File: src/rtl/io_mmio_responder.sv
// io_mmio_responder: CPU-visible I/O register block for the 3-stage core.
// Holds the UART TX/RX byte FIFOs and the cycle/instruction counters, and
// returns registered load data one cycle after the load, like block RAM.
module io_mmio_responder #(
  parameter int unsigned FIFO_DEPTH = 8
) (
  input  logic        clk,
  input  logic        rst,
  input  logic        io_en,
  input  logic [31:0] addr,
  input  logic [3:0]  wea,
  input  logic        re,
  input  logic [31:0] din,
  output logic [31:0] dout,
  input  logic        inst_retire,
  input  logic [7:0]  uart_rx_data,
  input  logic        uart_rx_valid,
  output logic        uart_rx_ready,
  output logic [7:0]  uart_tx_data,
  output logic        uart_tx_valid,
  input  logic        uart_tx_ready
);

  localparam int unsigned PTR_W  = (FIFO_DEPTH > 1) ? $clog2(FIFO_DEPTH) : 1;
  localparam int unsigned CNT_W  = PTR_W + 1;
  localparam int unsigned DATA_W = 32;
  localparam int unsigned BYTE_W = 8;

  localparam logic [CNT_W-1:0] DEPTH_CNT = CNT_W'(FIFO_DEPTH);

  localparam logic [7:0] ADDR_STATUS  = 8'h00;
  localparam logic [7:0] ADDR_RX_DATA = 8'h04;
  localparam logic [7:0] ADDR_TX_DATA = 8'h08;
  localparam logic [7:0] ADDR_CYCLE   = 8'h10;
  localparam logic [7:0] ADDR_INSTR   = 8'h14;
  localparam logic [7:0] ADDR_CNT_CLR = 8'h18;

  // FIFO storage and bookkeeping
  logic [BYTE_W-1:0] tx_mem [FIFO_DEPTH];
  logic [BYTE_W-1:0] rx_mem [FIFO_DEPTH];
  logic [PTR_W-1:0]  tx_rd_ptr, tx_wr_ptr, rx_rd_ptr, rx_wr_ptr;
  logic [CNT_W-1:0]  tx_count, rx_count;

  logic              tx_ovf, rx_und;
  logic [DATA_W-1:0] cycle_cnt, inst_cnt;

  logic [7:0]        sel;
  logic              load, store;
  logic              tx_full, tx_empty, rx_full, rx_empty;
  logic              tx_wr_req, tx_push, tx_pop, tx_ovf_evt;
  logic              rx_rd_req, rx_push, rx_pop, rx_und_evt;
  logic              sticky_clr, cnt_clr;
  logic [DATA_W-1:0] status;
  logic [DATA_W-1:0] rd_data;

  // Bits of the bus this block never decodes
  logic unused_bits;
  assign unused_bits = ^{addr[31:8], din[31:8]};

  // Access decode and FIFO handshakes
  assign sel        = addr[7:0];
  assign load       = io_en & re;
  assign store      = io_en & (|wea);

  assign tx_full    = (tx_count == DEPTH_CNT);
  assign tx_empty   = (tx_count == '0);
  assign rx_full    = (rx_count == DEPTH_CNT);
  assign rx_empty   = (rx_count == '0);

  assign tx_pop     = ~tx_empty & uart_tx_ready;
  assign tx_wr_req  = store & (sel == ADDR_TX_DATA) & wea[0];
  // A pop on the same edge frees a slot, so a full FIFO still takes the byte
  assign tx_push    = tx_wr_req & (~tx_full | tx_pop);
  assign tx_ovf_evt = tx_wr_req & tx_full & ~tx_pop;

  assign rx_push    = uart_rx_valid & ~rx_full;
  assign rx_rd_req  = load & (sel == ADDR_RX_DATA);
  assign rx_pop     = rx_rd_req & ~rx_empty;
  assign rx_und_evt = rx_rd_req & rx_empty;

  assign sticky_clr = store & (sel == ADDR_STATUS);
  assign cnt_clr    = store & (sel == ADDR_CNT_CLR);

  assign status = {28'd0, rx_und, tx_ovf, ~rx_empty, ~tx_full};

  assign uart_tx_valid = ~tx_empty;
  assign uart_tx_data  = tx_mem[tx_rd_ptr];
  assign uart_rx_ready = ~rx_full;

  // Read mux over pre-edge state
  always_comb begin
    rd_data = '0;
    case (sel)
      ADDR_STATUS:  rd_data = status;
      ADDR_RX_DATA: rd_data = rx_empty ? '0 : {24'd0, rx_mem[rx_rd_ptr]};
      ADDR_CYCLE:   rd_data = cycle_cnt;
      ADDR_INSTR:   rd_data = inst_cnt;
      default:      rd_data = '0;
    endcase
  end

  // Registered load data, held between loads
  always_ff @(posedge clk) begin
    if (rst) begin
      dout <= '0;
    end else if (load) begin
      dout <= rd_data;
    end
  end

  // TX FIFO: storage cleared on reset so the head byte reads 0
  always_ff @(posedge clk) begin
    if (rst) begin
      for (int unsigned i = 0; i < FIFO_DEPTH; i++) begin
        tx_mem[i] <= '0;
      end
      tx_rd_ptr <= '0;
      tx_wr_ptr <= '0;
      tx_count  <= '0;
    end else begin
      if (tx_push) begin
        tx_mem[tx_wr_ptr] <= din[BYTE_W-1:0];
        tx_wr_ptr         <= tx_wr_ptr + PTR_W'(1);
      end
      if (tx_pop) begin
        tx_rd_ptr <= tx_rd_ptr + PTR_W'(1);
      end
      case ({tx_push, tx_pop})
        2'b10:   tx_count <= tx_count + CNT_W'(1);
        2'b01:   tx_count <= tx_count - CNT_W'(1);
        default: tx_count <= tx_count;
      endcase
    end
  end

  // RX FIFO storage, only ever read while non-empty
  always_ff @(posedge clk) begin
    if (rx_push) begin
      rx_mem[rx_wr_ptr] <= uart_rx_data;
    end
  end

  // RX FIFO pointers and occupancy
  always_ff @(posedge clk) begin
    if (rst) begin
      rx_rd_ptr <= '0;
      rx_wr_ptr <= '0;
      rx_count  <= '0;
    end else begin
      if (rx_push) begin
        rx_wr_ptr <= rx_wr_ptr + PTR_W'(1);
      end
      if (rx_pop) begin
        rx_rd_ptr <= rx_rd_ptr + PTR_W'(1);
      end
      case ({rx_push, rx_pop})
        2'b10:   rx_count <= rx_count + CNT_W'(1);
        2'b01:   rx_count <= rx_count - CNT_W'(1);
        default: rx_count <= rx_count;
      endcase
    end
  end

  // Sticky error flags; a new event beats a same-cycle clear
  always_ff @(posedge clk) begin
    if (rst) begin
      tx_ovf <= 1'b0;
      rx_und <= 1'b0;
    end else begin
      tx_ovf <= tx_ovf_evt | (tx_ovf & ~sticky_clr);
      rx_und <= rx_und_evt | (rx_und & ~sticky_clr);
    end
  end

  // Performance counters; a clear store zeroes both on this edge
  always_ff @(posedge clk) begin
    if (rst || cnt_clr) begin
      cycle_cnt <= '0;
      inst_cnt  <= '0;
    end else begin
      cycle_cnt <= cycle_cnt + DATA_W'(1);
      inst_cnt  <= inst_cnt + DATA_W'(inst_retire);
    end
  end

endmodule

File: config.mk
export PLATFORM = sky130hd
export DESIGN_NAME = io_mmio_responder
export DESIGN_NICKNAME = d
export VERILOG_FILES = /design/src/rtl/io_mmio_responder.sv
export SDC_FILE = /design/constraint.sdc
export NUM_CORES = 1
export LEC_CHECK = 0
export ABC_AREA = 1
export BUFFER_PORTS_ARGS = -buffer_cell sky130_fd_sc_hd__buf_4
export CORE_MARGIN = 2
export CORE_UTILIZATION = 50
export DETAILED_ROUTE_END_ITERATION = 6
export GPL_ROUTABILITY_DRIVEN = 0
export PLACE_DENSITY = 0.81
export SKIP_LAST_GASP = 1
export SLEW_MARGIN = 20
export SYNTH_ARGS = -nofsm -noshare
export SYNTH_HDL_FRONTEND = slang
export SYNTH_SLANG_ARGS = --single-unit
File: constraint.sdc
create_clock -name clk -period 3.6 [get_ports clk]
set_clock_uncertainty 0.15 [all_clocks]
set_input_delay 1.08 -clock clk [delete_from_list [all_inputs] [get_ports clk]]
set_output_delay 1.08 -clock clk [all_outputs]
set_load 0.1 [all_outputs]
== Yosys cells after proc, flatten, opt, wreduce, memory -nomap -nowiden ==
Memories as Yosys holds them, arrays and structs flattened. A register that Yosys moved wholly into a read port is not among the register bits.
Cells that the tools add are included.
Widths: inputs -> output; s select.

* Muxes and demuxes: 18
* Add/sub/neg operators: 10
* Bitwise operators: 25
* Equality and inequality tests: 11
* Reductions and logical operators: 8

{| class="wikitable"
|+ Operators by type and width
! cell !! count
|-
| $pmux 32 s4 || 1
|-
| $add 32x1->32 || 1
|-
| $add 32x1->32 const B || 1
|-
| $eq 8x5->1 const B || 3
|-
| $and 1x1->1 || 16
|-
| $mux 8 || 2
|-
| $pmux 4 s2 || 2
|-
| $mux 3 || 5
|-
| $add 3x1->3 const B || 4
|-
| $add 4x1->4 const B || 2
|-
| $eq 4x4->1 const B || 2
|-
| $eq 8x3->1 const B || 1
|-
| $eq 8x4->1 const B || 1
|-
| $logic_not 4->1 || 2
|-
| $logic_not 8->1 || 1
|-
| $mux 1 || 8
|-
| $reduce_or 8->1 || 1
|-
| $sub 4x1->4 const B || 2
|-
| $not 1->1 || 6
|-
| $eq 2x1->1 const B || 2
|-
| $eq 2x2->1 const B || 2
|-
| $reduce_bool 2->1 || 2
|-
| $reduce_or 4->1 || 1
|-
| $or 1x1->1 || 3
|-
| $logic_or 1x1->1 || 1
|}

* Input bits: 83
* Bits in writable memories: 128
* Output and inout port bits: 42
* Logic and storage cells: 85
* Memories: 2
* Flip-flop bits (word level): 118

{| class="wikitable"
|+ Memories
! name !! depth !! width !! read ports !! clocked after Yosys merged registers in !! wr ports !! RTL line !! source
|-
| rx_mem || 8 || 8 || 1 || 1 || 1 || 40 || <nowiki>logic [BYTE_W-1:0] rx_mem [FIFO_DEPTH];</nowiki>
|-
| tx_mem || 8 || 8 || 1 || 1 || 8 || 39 || <nowiki>logic [BYTE_W-1:0] tx_mem [FIFO_DEPTH];</nowiki>
|}

== Logic depth before layout (Yosys ltp) ==
Gate-level depths: netlist (run 1).

* Depth in word-level cells: 10
* Gate-level depth with buffers: 15
* Mapped depth without buffers: 15

== Worst setup path before layout (run 1) ==
OpenSTA, ideal clock, no wires.

* Path kind: reg-to-reg
* Start: reg tx_count[0]
* End: reg tx_count[3]
* Data required time: 3335 ps
* Cell stages (with the launch flop): 15
* Arrival: 2814 ps
* Library setup time: 115 ps
* Slack: 521 ps
* Clock period less this slack: 3079 ps
* Path buffers: 0
* Cells stage by stage: dfxtp_1 > nor2_1 > nand3_1 > nand2_1 > inv_1 > nand2_1 > inv_1 > ha_1 > a21o_1 > a21oi_1 > nand2_1 > nand2_1 > nand3_1 > nand2_1 > nor2_1

* Longest elaborated chain between the ends: 7
* Elaborated cells between the ends (all ways): 13
* Classes of those cells: 2 x add/sub; 3 x eq/ne; 1 x mux; 5 x bitwise; 2 x reduce/logical

{| class="wikitable"
|+ Ends and longest elaborated chain
! element !! RTL line !! source
|-
| start, declared || 42 || <nowiki>logic [CNT_W-1:0] tx_count, rx_count;</nowiki>
|-
| start signal, assigned || 129 || <nowiki>2'b10: tx_count <= tx_count + CNT_W'(1);</nowiki>
|-
| start signal, assigned || 130 || <nowiki>2'b01: tx_count <= tx_count - CNT_W'(1);</nowiki>
|-
| start signal, assigned || 131 || <nowiki>default: tx_count <= tx_count;</nowiki>
|-
| $logic_not 4->1 * || 66 || <nowiki>assign tx_empty = (tx_count == '0);</nowiki>
|-
| $not 1->1 * || -- ||
|-
| net uart_tx_valid || 20 || <nowiki>output logic uart_tx_valid,</nowiki>
|-
| $and 1x1->1 * || 70 || <nowiki>assign tx_pop = ~tx_empty & uart_tx_ready;</nowiki>
|-
| $or 1x1->1 || 73 || <nowiki>assign tx_push = tx_wr_req & (~tx_full | tx_pop);</nowiki>
|-
| $and 1x1->1 || 73 ||
|-
| $eq 2x1->1 / $eq 2x2->1 (equally long branches) || 128 || <nowiki>case ({tx_push, tx_pop})</nowiki>
|-
| $pmux 4 s2 / $reduce_bool 2->1 (equally long branches) || -- ||
|}

The timed path passes the listed nets; every way through them passes the cells marked *.
A chain may end at the register's enable or synchronous reset.

==> results.ini, run 1 <==
[outcome]
outcome = completed

[synthesis]
synthTopCellsByCount = nand2_1 (252), nor2_1 (202), edfxtp_1 (128)
yosys-top-cells-area = edfxtp_1 (32%), dfxtp_1 (21%), nand2_1 (7.8%), nor2_1 (6.3%), nor3_2 (5.1%)
yosysTopAreaCellShare_pct = 31.9
synth_cell_types = 39
ys.flop_type = edfxtp_1
yosysTopAreaCell = edfxtp_1
yosysMostFrequentCell = nand2_1
synth_seq_area_share_pct = 52.4
synth_edf_count = 128
synthArstFlopShare_pct = 0
synthCells = 1392
synthesis.area_um2 = 12100
syn_area_per_cell_um2 = 8.67
synth_nets = 1488
ys_seq_elements = 252
synth_warnings = 0

[worst_setup_path]
critical-path-max-stage-delay_ns = 0.39
startpoint_type = flip-flop
ff2ff_path_depth = 14
cp.arrival_ns = 2.18
worstSetupEndpoint = uart_tx_data[5]
cp_max_fo = 22
crit_chain = inv_1, buf_4, nor2_1, o32ai_1, nand2_1, nand2_1, buf_4
r2r_end = tx_count[3]
critPathKind = flip-flop to output port
reg2reg_slack_ns = 1.19
worst_setup_path_end_kind = output port
slowest_stage = dfxtp_1
r2r-start = tx_count[0]
required_ns = 2.37

[cts]
cts_max_level = 1
clk_path_buf_depth = 3
clock_latency_ns = 0.54
cts.sinks = 252
cts_buffers = 26
cts_tree = done
cts_root_buf = clkbuf_16
cts_hold_buf = 0
clkSlewWorstSetupHoldPaths_ns = 0.06

[global_routing]
first_global_vias = 9534
track_usage_pct = 23.3
grt_remaining_overflow = 0
grt_antenna_before_repair = 0
grt_max_degree = 34
grt_pass1_wl_mm = 48.5

[die]
row_count = 56
initial_core_util_pct = 51.1
die_area_um2 = 25400
die_y_um = 159
ioPinCount = 125
core_um2 = 23600
die_w_um = 159

[finish]
nNetsFinal = 1576
diodes = 0
layout-drive-gt1-share_pct = 16.1
final_area_um2 = 13800
fillers = 1973
syn_to_final_growth_pct = 14.8

[detailed_routing]
viasPerCell = 5.65
detail-route-antenna-nets = 0
drtPass1Iterations = 6
wl_per_cell_um = 16.7
via_count = 10300
drc = 0
drt_iter0_markers = 1236
drt-total-wl_mm = 30.4

[place]
hpwl_mm = 21.1
place_area_um2 = 13000
port_buffers = 76

[sta]
relSlewSlack_pct = 32.3
min_period_ns = 3.41
slew_violations = 0
rsz0062_at_grt = false
max_freq_mhz = 293
setup_viol = 0
worstMarginPinSlew_ns = 1.01
hold_viol = 0
period_share_pct = 94.7
tns_ns = 0

[power]
p_leak_uw = 0.00484
ir_drop_mv = 0.815
power_density_nw_per_um2 = 519

[hold_path]
hp-start = cycle_cnt[0]
hold_class = flip-flop to flip-flop
hold_path_depth = 1

[job]
drv_cap = 0

per-stage QoR:
step	worst slack, ns	utilization, %	hold WS [ns]	cells	power (µW)
after floorplan	0.521	-	0.280	1392	4310
after global placement	0.424	55.2	0.291	1771	4660
after detailed placement	0.377	55.2	0.300	1771	4690
after CTS	0.136	58.6	0.314	1818	7200
after global routing	0.0665	58.6	0.331	1818	7450
final	0.190	58.6	0.311	1818	7190
registers in the layout (all words and copies together), names as in the netlist, 3 cells and up, named ones only:
signal / flops
inst_cnt: 32
tx_mem: 64
rx_wr_ptr: 3
tx_rd_ptr: 3
dout: 32
rx_count: 4
cycle_cnt: 32
tx_count: 4
tx_wr_ptr: 3
rx_mem: 64
rx_rd_ptr: 3
area by class of cell:
cell class	instances	area (µm²)	share of cell area, %
flip-flops and latches	252	6330	45.7
multi-input cells	951	4960	35.8
repair buffers	112	841	6.07
clock buffers	34	731	5.28
inverters	137	514	3.71
well taps	319	399	2.88
clock inverters	13	73.8	0.533
where the power goes:
group          leakage (µW)  internal [µW]  switching [µW]
combinational       0.00219            374            1090
clock              0.000399           1430            1100
sequential          0.00225           3110            86.4
placed cells by master (no fill, tap or decap), types with 2 or more instances in the layout:
master	synthesis	final
nor2_4	6	6
clkinv_1	11	16
and3_1	5	5
o21ai_1	3	3
xnor2_1	2	2
o211ai_1	14	14
ha_1	12	12
or2_2	3	3
nor2_2	3	3
o22ai_1	22	22
nor2_1	202	202
clkbuf_16	0	26
o32ai_1	16	15
nand2_4	3	3
clkinv_2	0	5
nor3b_1	2	2
clkbuf_8	0	5
nand2_1	252	251
nand3_1	66	66
clkbuf_1	31	3
nand3_2	4	4
nor3_2	61	61
nor3_4	2	2
nand2_2	4	5
xor2_1	13	13
dfxtp_1	124	123
edfxtp_1	128	128
nand4_1	19	19
inv_1	126	126
nor3_1	38	38
o21ai_0	98	98
a21oi_1	94	94
buf_4	0	112
critical path, delay by kind of cell, from the launching register on:
| kind | cells | cell delay, ns |
|---|---|---|
| DFF | 1 | 0.39 |
| AOI/OAI and AO/OA | 1 | 0.29 |
| buffers and inverters | 3 | 0.68 |
| and+or+nand+nor | 3 | 0.29 |
worst min-delay path by stage:
| stage | end |
|---|---|
| floorplan | cycle_cnt[0] |
| global placement | cycle_cnt[0] |
| detailed placement | cycle_cnt[0] |
| CTS | cycle_cnt[0] |
| finish | cycle_cnt[0] |
| global route | cycle_cnt[0] |
metal layers:
metal  global-route usage (%)  routed length (µm)  vias up
met4                     6.90                 736        0
met5                        0                   0        -
met2                     39.1               14400      471
met1                     31.7               12800     4828
li1                         -                   -     4914
met3                     3.23                2530       64
cells by family after synthesis:
family | after synthesis | share of synthesized area (%)
buffers and inverters | 189 | 6.50
adders and majority gates | 13 | 1.41
AOI/OAI and AO/OA | 250 | 11.4
xor gates and xnor gates | 15 | 1.09
DFF | 252 | 52.4
and+or+nand+nor | 673 | 27.1
what timing repair did:
item / 4_1_cts / 5_1_grt
endpoints found under the setup margin: 0 / 5
gates resized for setup: 0 / 2
setup buffers: 0 / 0
Power figures use the tool's default switching activity.
==> inputs of run 2 (changes only) <==
--- a/config.mk
+++ b/config.mk
@@ -11,7 +11,7 @@
 export CORE_UTILIZATION = 50
 export DETAILED_ROUTE_END_ITERATION = 6
 export GPL_ROUTABILITY_DRIVEN = 0
-export PLACE_DENSITY = 0.81
+export PLACE_DENSITY = 0.84
 export SKIP_LAST_GASP = 1
 export SLEW_MARGIN = 20
 export SYNTH_ARGS = -nofsm -noshare
==> constraint.sdc (replaced) <==
create_clock -name clk -period 2.8 [get_ports clk]
set_clock_uncertainty 0.15 [all_clocks]
set_input_delay 0.84 -clock clk [delete_from_list [all_inputs] [get_ports clk]]
set_output_delay 0.84 -clock clk [all_outputs]
set_load 0.1 [all_outputs]
==> run 2 against run 1 <==
Compared with the run above: the flow now finishes with violations (negative setup slack); register-to-register slack lost 0.68 ns; non-clock buffer count up 30; routed wire length grew 4.3%; setup slack got worse by 0.32 ns; die area unchanged; final cell count increased by 1.8%; cell area rose by 5.5%; sequential cell count unchanged; critical path depth unchanged; core utilization grew 3.2 points; total power rose by 43%; critical endpoint is now uart_tx_data[1].
==> results.ini, run 2 (synthesis results as in run 1) <==
[outcome]
outcome = finished, violations left
violations = negative setup slack

[power]
ir_drop_mv = 0.718
power_density_nw_per_um2 = 706
p_leak_uw = 0.00516

[worst_setup_path]
ff2ff_path_depth = 11
cp.arrival_ns = 1.94
critical-path-max-stage-delay_ns = 0.44
startpoint_type = flip-flop
crit_chain = buf_6, buf_16, o21ai_2, o32ai_2, nand2_1, nand2_2, buf_12
slowest_stage = dfxtp_4
critPathKind = flip-flop to output port
required_ns = 1.81
cp_max_fo = 8
worst_setup_path_end_kind = output port

[finish]
diodes = 0
reg.largest.list = rx_mem (64), tx_mem (64)
nNetsFinal = 1607
layout_commonest_cell = nand2_1
final_cell_mix = nand2_1 (243), nor2_1 (199), edfxtp_1 (128), buf_4 (124), dfxtp_1 (123)
syn_to_final_growth_pct = 21.1
layout-drive-gt1-share_pct = 20.6

[sta]
slew_violations = 0
timing.hold.ws_ns = 0.313
period_share_pct = 104
max_freq_mhz = 342
setup_ws_ns = -0.126
rsz0062_at_grt = true
hold_viol = 0
worstMarginPinSlew_ns = 0.514
min_period_ns = 2.93
relSlewSlack_pct = 65.4
tns_ns = -0.828
setup_viol = 8

[detailed_routing]
drt_iter0_markers = 1170
via_count = 10500
detail-route-antenna-nets = 0
drtPass1Iterations = 5
wl_per_cell_um = 17.2
viasPerCell = 5.67
drt-total-wl_mm = 31.8
drc = 0

[cts]
cts_buffers = 27
clk_path_buf_depth = 3
cts.sinks = 252
cts_root_buf = clkbuf_16
cts_max_level = 1
clkSlewWorstSetupHoldPaths_ns = 0.06
clock_latency_ns = 0.54
cts_tree = done

[global_routing]
track_usage_pct = 24.5
first_global_vias = 9907
grt_max_degree = 34
grt_pass1_wl_mm = 50.8
grt_antenna_before_repair = 0
grt_remaining_overflow = 0

[die]
row_count = 56
initial_core_util_pct = 51.1
die_w_um = 159
die_y_um = 159
ioPinCount = 125
die_area_um2 = 25400
core_um2 = 23600

[hold_path]
hold_path_depth = 2
hold_class = flip-flop to flip-flop

[place]
hpwl_mm = 21.0
port_buffers = 76

[job]
drv_cap = 0

-- run 2: cell types whose count changed in the layout (fill, tap and decap cells not counted), moves of 3 or more --
cell       change
buf_12        +12
buf_4         +12
bufinv_16      +3
inv_1          -4
inv_6          +3
nand2_1        -8
nand2_2        +7
nor2_1         -3
o21ai_0       -13
o21ai_1        +6
o21ai_2        +6
o32ai_1       -12
o32ai_2       +12
-- run 2: final cells by class --
cell class | count | area, µm²
well taps | 319 | 399
repair buffers | 142 | 1270
clock inverters | 11 | 134
multi-input cells | 951 | 5150
fillers | 1827 | 9000
clock buffers | 39 | 783
flip-flops and latches | 252 | 6330
inverters | 137 | 544
-- run 2: critical path: cells and delay by family, from the launching register on --
family / cells / cell delay, ns
buffers and inverters: 3 / 0.48
and+or+nand+nor: 2 / 0.26
DFF: 1 / 0.44
AOI/OAI and AO/OA: 2 / 0.20
-- run 2: final timing paths --
path                               startpoint              end  slack, ns
worst max-delay path                flip-flop  uart_tx_data[1]      -0.13
worst max register to register    rx_count[1]      rx_count[2]       0.51
worst min register to register  cycle_cnt[31]    cycle_cnt[31]       0.31
worst min-delay path            cycle_cnt[31]    cycle_cnt[31]       0.31
-- run 2: per-stage QoR --
step	setup slack, ns	total power (µW)	cells	area, µm²	utilization, %
5_1_grt	-0.174	10600	1851	14600	61.9
3_3_place_gp	-0.0760	6000	1795	13300	56.3
6_report	-0.126	10300	1851	14600	61.9
4_1_cts	-0.0583	10200	1852	14600	61.7
2_1_floorplan	-0.0152	5560	1392	12100	-
3_5_place_dp	-0.160	6060	1795	13300	56.3
-- run 2: per-layer routing --
metal | wire length, µm | track usage (%) | up-vias
met5 | 0 | 0 | -
met2 | 15600 | 43.3 | 538
met1 | 12700 | 32.0 | 4936
met4 | 738 | 6.86 | 0
met3 | 2700 | 2.79 | 66
li1 | - | - | 4962
-- run 2: power breakdown --
| part | switching [µW] | internal, µW |
|---|---|---|
| registers | 104 | 4000 |
| logic | 1630 | 918 |
| clock network | 1450 | 2210 |
| total | 3180 | 7130 |
-- run 2: repair_timing --
action	4_1_cts	5_1_grt
pin swaps	26	11
hold buffers	0	0
buffers inserted	3	0
setup endpoints to repair	8	8
gates cloned	4	0
resized for setup	71	16
==> inputs of run 3 (changes only) <==
--- a/config.mk
+++ b/config.mk
@@ -11,6 +11,7 @@
 export CORE_UTILIZATION = 50
 export DETAILED_ROUTE_END_ITERATION = 6
 export GPL_ROUTABILITY_DRIVEN = 0
+export GPL_TIMING_DRIVEN = 0
 export PLACE_DENSITY = 0.84
 export SKIP_LAST_GASP = 1
 export SLEW_MARGIN = 20
==> run 3 against run 2 <==
Compared with the run above: the run still ends with negative setup slack left; final cell count down 0.59%; routed wire length up 6.9%; global-route usage up 0.84 points; critical endpoint is now uart_tx_data[2]; core utilization down 0.95 points; cell area down 1.5%; sequential cell count unchanged; sequential share of layout area up 0.69 points; setup slack worse by 0.0044 ns; critical path depth up 1; non-clock buffer count down 10.
==> results.ini, run 3 (synthesis results as in run 1) <==
[detailed_routing]
via_count = 10600
viasPerCell = 5.78
drt-met1-wl_mm = 13.2
drtPass1Iterations = 7
wl_met2_mm = 16.1
detail-route-antenna-nets = 0
wl_per_cell_um = 18.5
drt-total-wl_mm = 34.0
drt_iter0_markers = 1393
top_layer_used = met4
met3_length_mm = 3.43
drc = 0

[power]
power_frac_clock_pct = 35.5
p_int_uw = 7040
ir_drop_mv = 0.720
power_switching_uw = 3250
switching_share_pct = 31.6
total_power_uw = 10300
power_density_nw_per_um2 = 716
p_comb_share_pct = 24.5
p_leak_uw = 0.00499
seqPwrFrac_pct = 39.9

[finish]
fillers = 1889
final_area_um2 = 14400
layout_commonest_cell = nand2_1
layout-drive-gt1-share_pct = 18.3
reg.largest.list = rx_mem (64), tx_mem (64)
final_cell_mix = nand2_1 (244), nor2_1 (196), edfxtp_1 (128), inv_1 (122), dfxtp_1 (122)
nNetsFinal = 1597
syn_to_final_growth_pct = 19.2
diodes = 0

[die]
die_y_um = 159
initial_core_util_pct = 51.1
die_w_um = 159
die_area_um2 = 25400
row_count = 56
core_um2 = 23600
ioPinCount = 125

[worst_setup_path]
reg2reg_slack_ns = 0.25
r2r_end = rx_count[2]
cp.arrival_ns = 1.94
critPathKind = flip-flop to output port
worst_setup_path_end_kind = output port
startpoint_type = flip-flop
cp_max_fo = 8
required_ns = 1.81
ff2ff_path_depth = 11
r2r-start = rx_count[1]

[hold_path]
hold_class = flip-flop to flip-flop
hp-start = cycle_cnt[0]
hold_path_depth = 1
hold_end = cycle_cnt[0]

[sta]
hold_viol = 0
relSlewSlack_pct = 39.5
setup_viol = 8
rsz0062_at_grt = true
worstMarginPinSlew_ns = 0.901
tns_ns = -0.771
setup_ws_ns = -0.130
period_share_pct = 105
min_period_ns = 2.93
max_freq_mhz = 341
slew_violations = 0

[cts]
cts.sinks = 252
clkSlewWorstSetupHoldPaths_ns = 0.06
cts_tree = done
clock_latency_ns = 0.53
cts_buffers = 27
clk_path_buf_depth = 3
cts_max_level = 1
cts_root_buf = clkbuf_16

[place]
place_area_um2 = 13100
hpwl_mm = 23.1
port_buffers = 76

[global_routing]
track_usage_pct = 25.4
grt_antenna_before_repair = 0
grt_max_degree = 15
first_global_vias = 10200
grt_remaining_overflow = 0
grt_pass1_wl_mm = 52.1

[outcome]
violations = negative setup slack
outcome = finished, violations left

[job]
drv_cap = 0

run 3: repair_timing:
| item | in CTS | in global routing |
|---|---|---|
| buffers inserted | 5 | 0 |
| hold buffers | 0 | 0 |
| resized for setup | 71 | 24 |
| cloned | 0 | 0 |
| pin swaps | 4 | 8 |
| endpoints found under the setup margin | 17 | 9 |
| endpoints found under the hold margin | 0 | 0 |
run 3: worst max-delay path by stage:
stage,cells past startpoint,to
floorplan,11,rx_count[2]
global placement,8,tx_mem[6][2]
detailed placement,8,tx_mem[5][4]
CTS,7,uart_tx_data[4]
global route,6,uart_tx_data[4]
finish,8,uart_tx_data[2]
run 3: area by class of cell:
type	count	area [µm²]	share of cell area (%)
plain buffers	51	353	2.45
clock buffers	32	714	4.97
clock inverters	17	191	1.33
inverters	137	544	3.78
multi-input cells	951	5140	35.8
flip-flops and latches	252	6330	44.0
well taps	319	399	2.77
repair buffers	81	708	4.92
run 3: metrics by stage:
| step | cells | setup WS, ns | hold slack, ns | util (%) |
|---|---|---|---|---|
| after floorplan | 1392 | -0.0152 | 0.280 | - |
| after global placement | 1787 | -0.675 | 0.294 | 55.4 |
| after detailed placement | 1787 | -0.571 | 0.303 | 55.4 |
| after CTS | 1840 | -0.0549 | 0.316 | 60.5 |
| after global routing | 1840 | -0.181 | 0.336 | 60.9 |
| final | 1840 | -0.130 | 0.315 | 60.9 |
run 3: worst max-delay path, stage by stage, from the launching register on:
cell	delay, ns
dfxtp_4	0.39
inv_6	0.09
clkbuf_16	0.16
buf_4	0.15
nor2_4	0.04
o32ai_2	0.16
nand2_1	0.14
nand2_2	0.10
buf_12	0.17
run 3: power groups by stage:
stage                     sequential, µW  clock, µW  combinational (µW)
after floorplan                     4180          0                1380
after global placement              4160          0                1870
after detailed placement            4160          0                1910
after CTS                           4100       3670                2340
after global routing                4120       3810                2660
final                               4110       3660                2530
run 3: routing by layer:
metal  track usage, %  vias up
met5                0        -
met4             9.09        0
met3             4.12      103
met2             42.1      640
met1             33.8     4937
li1                 -     4948
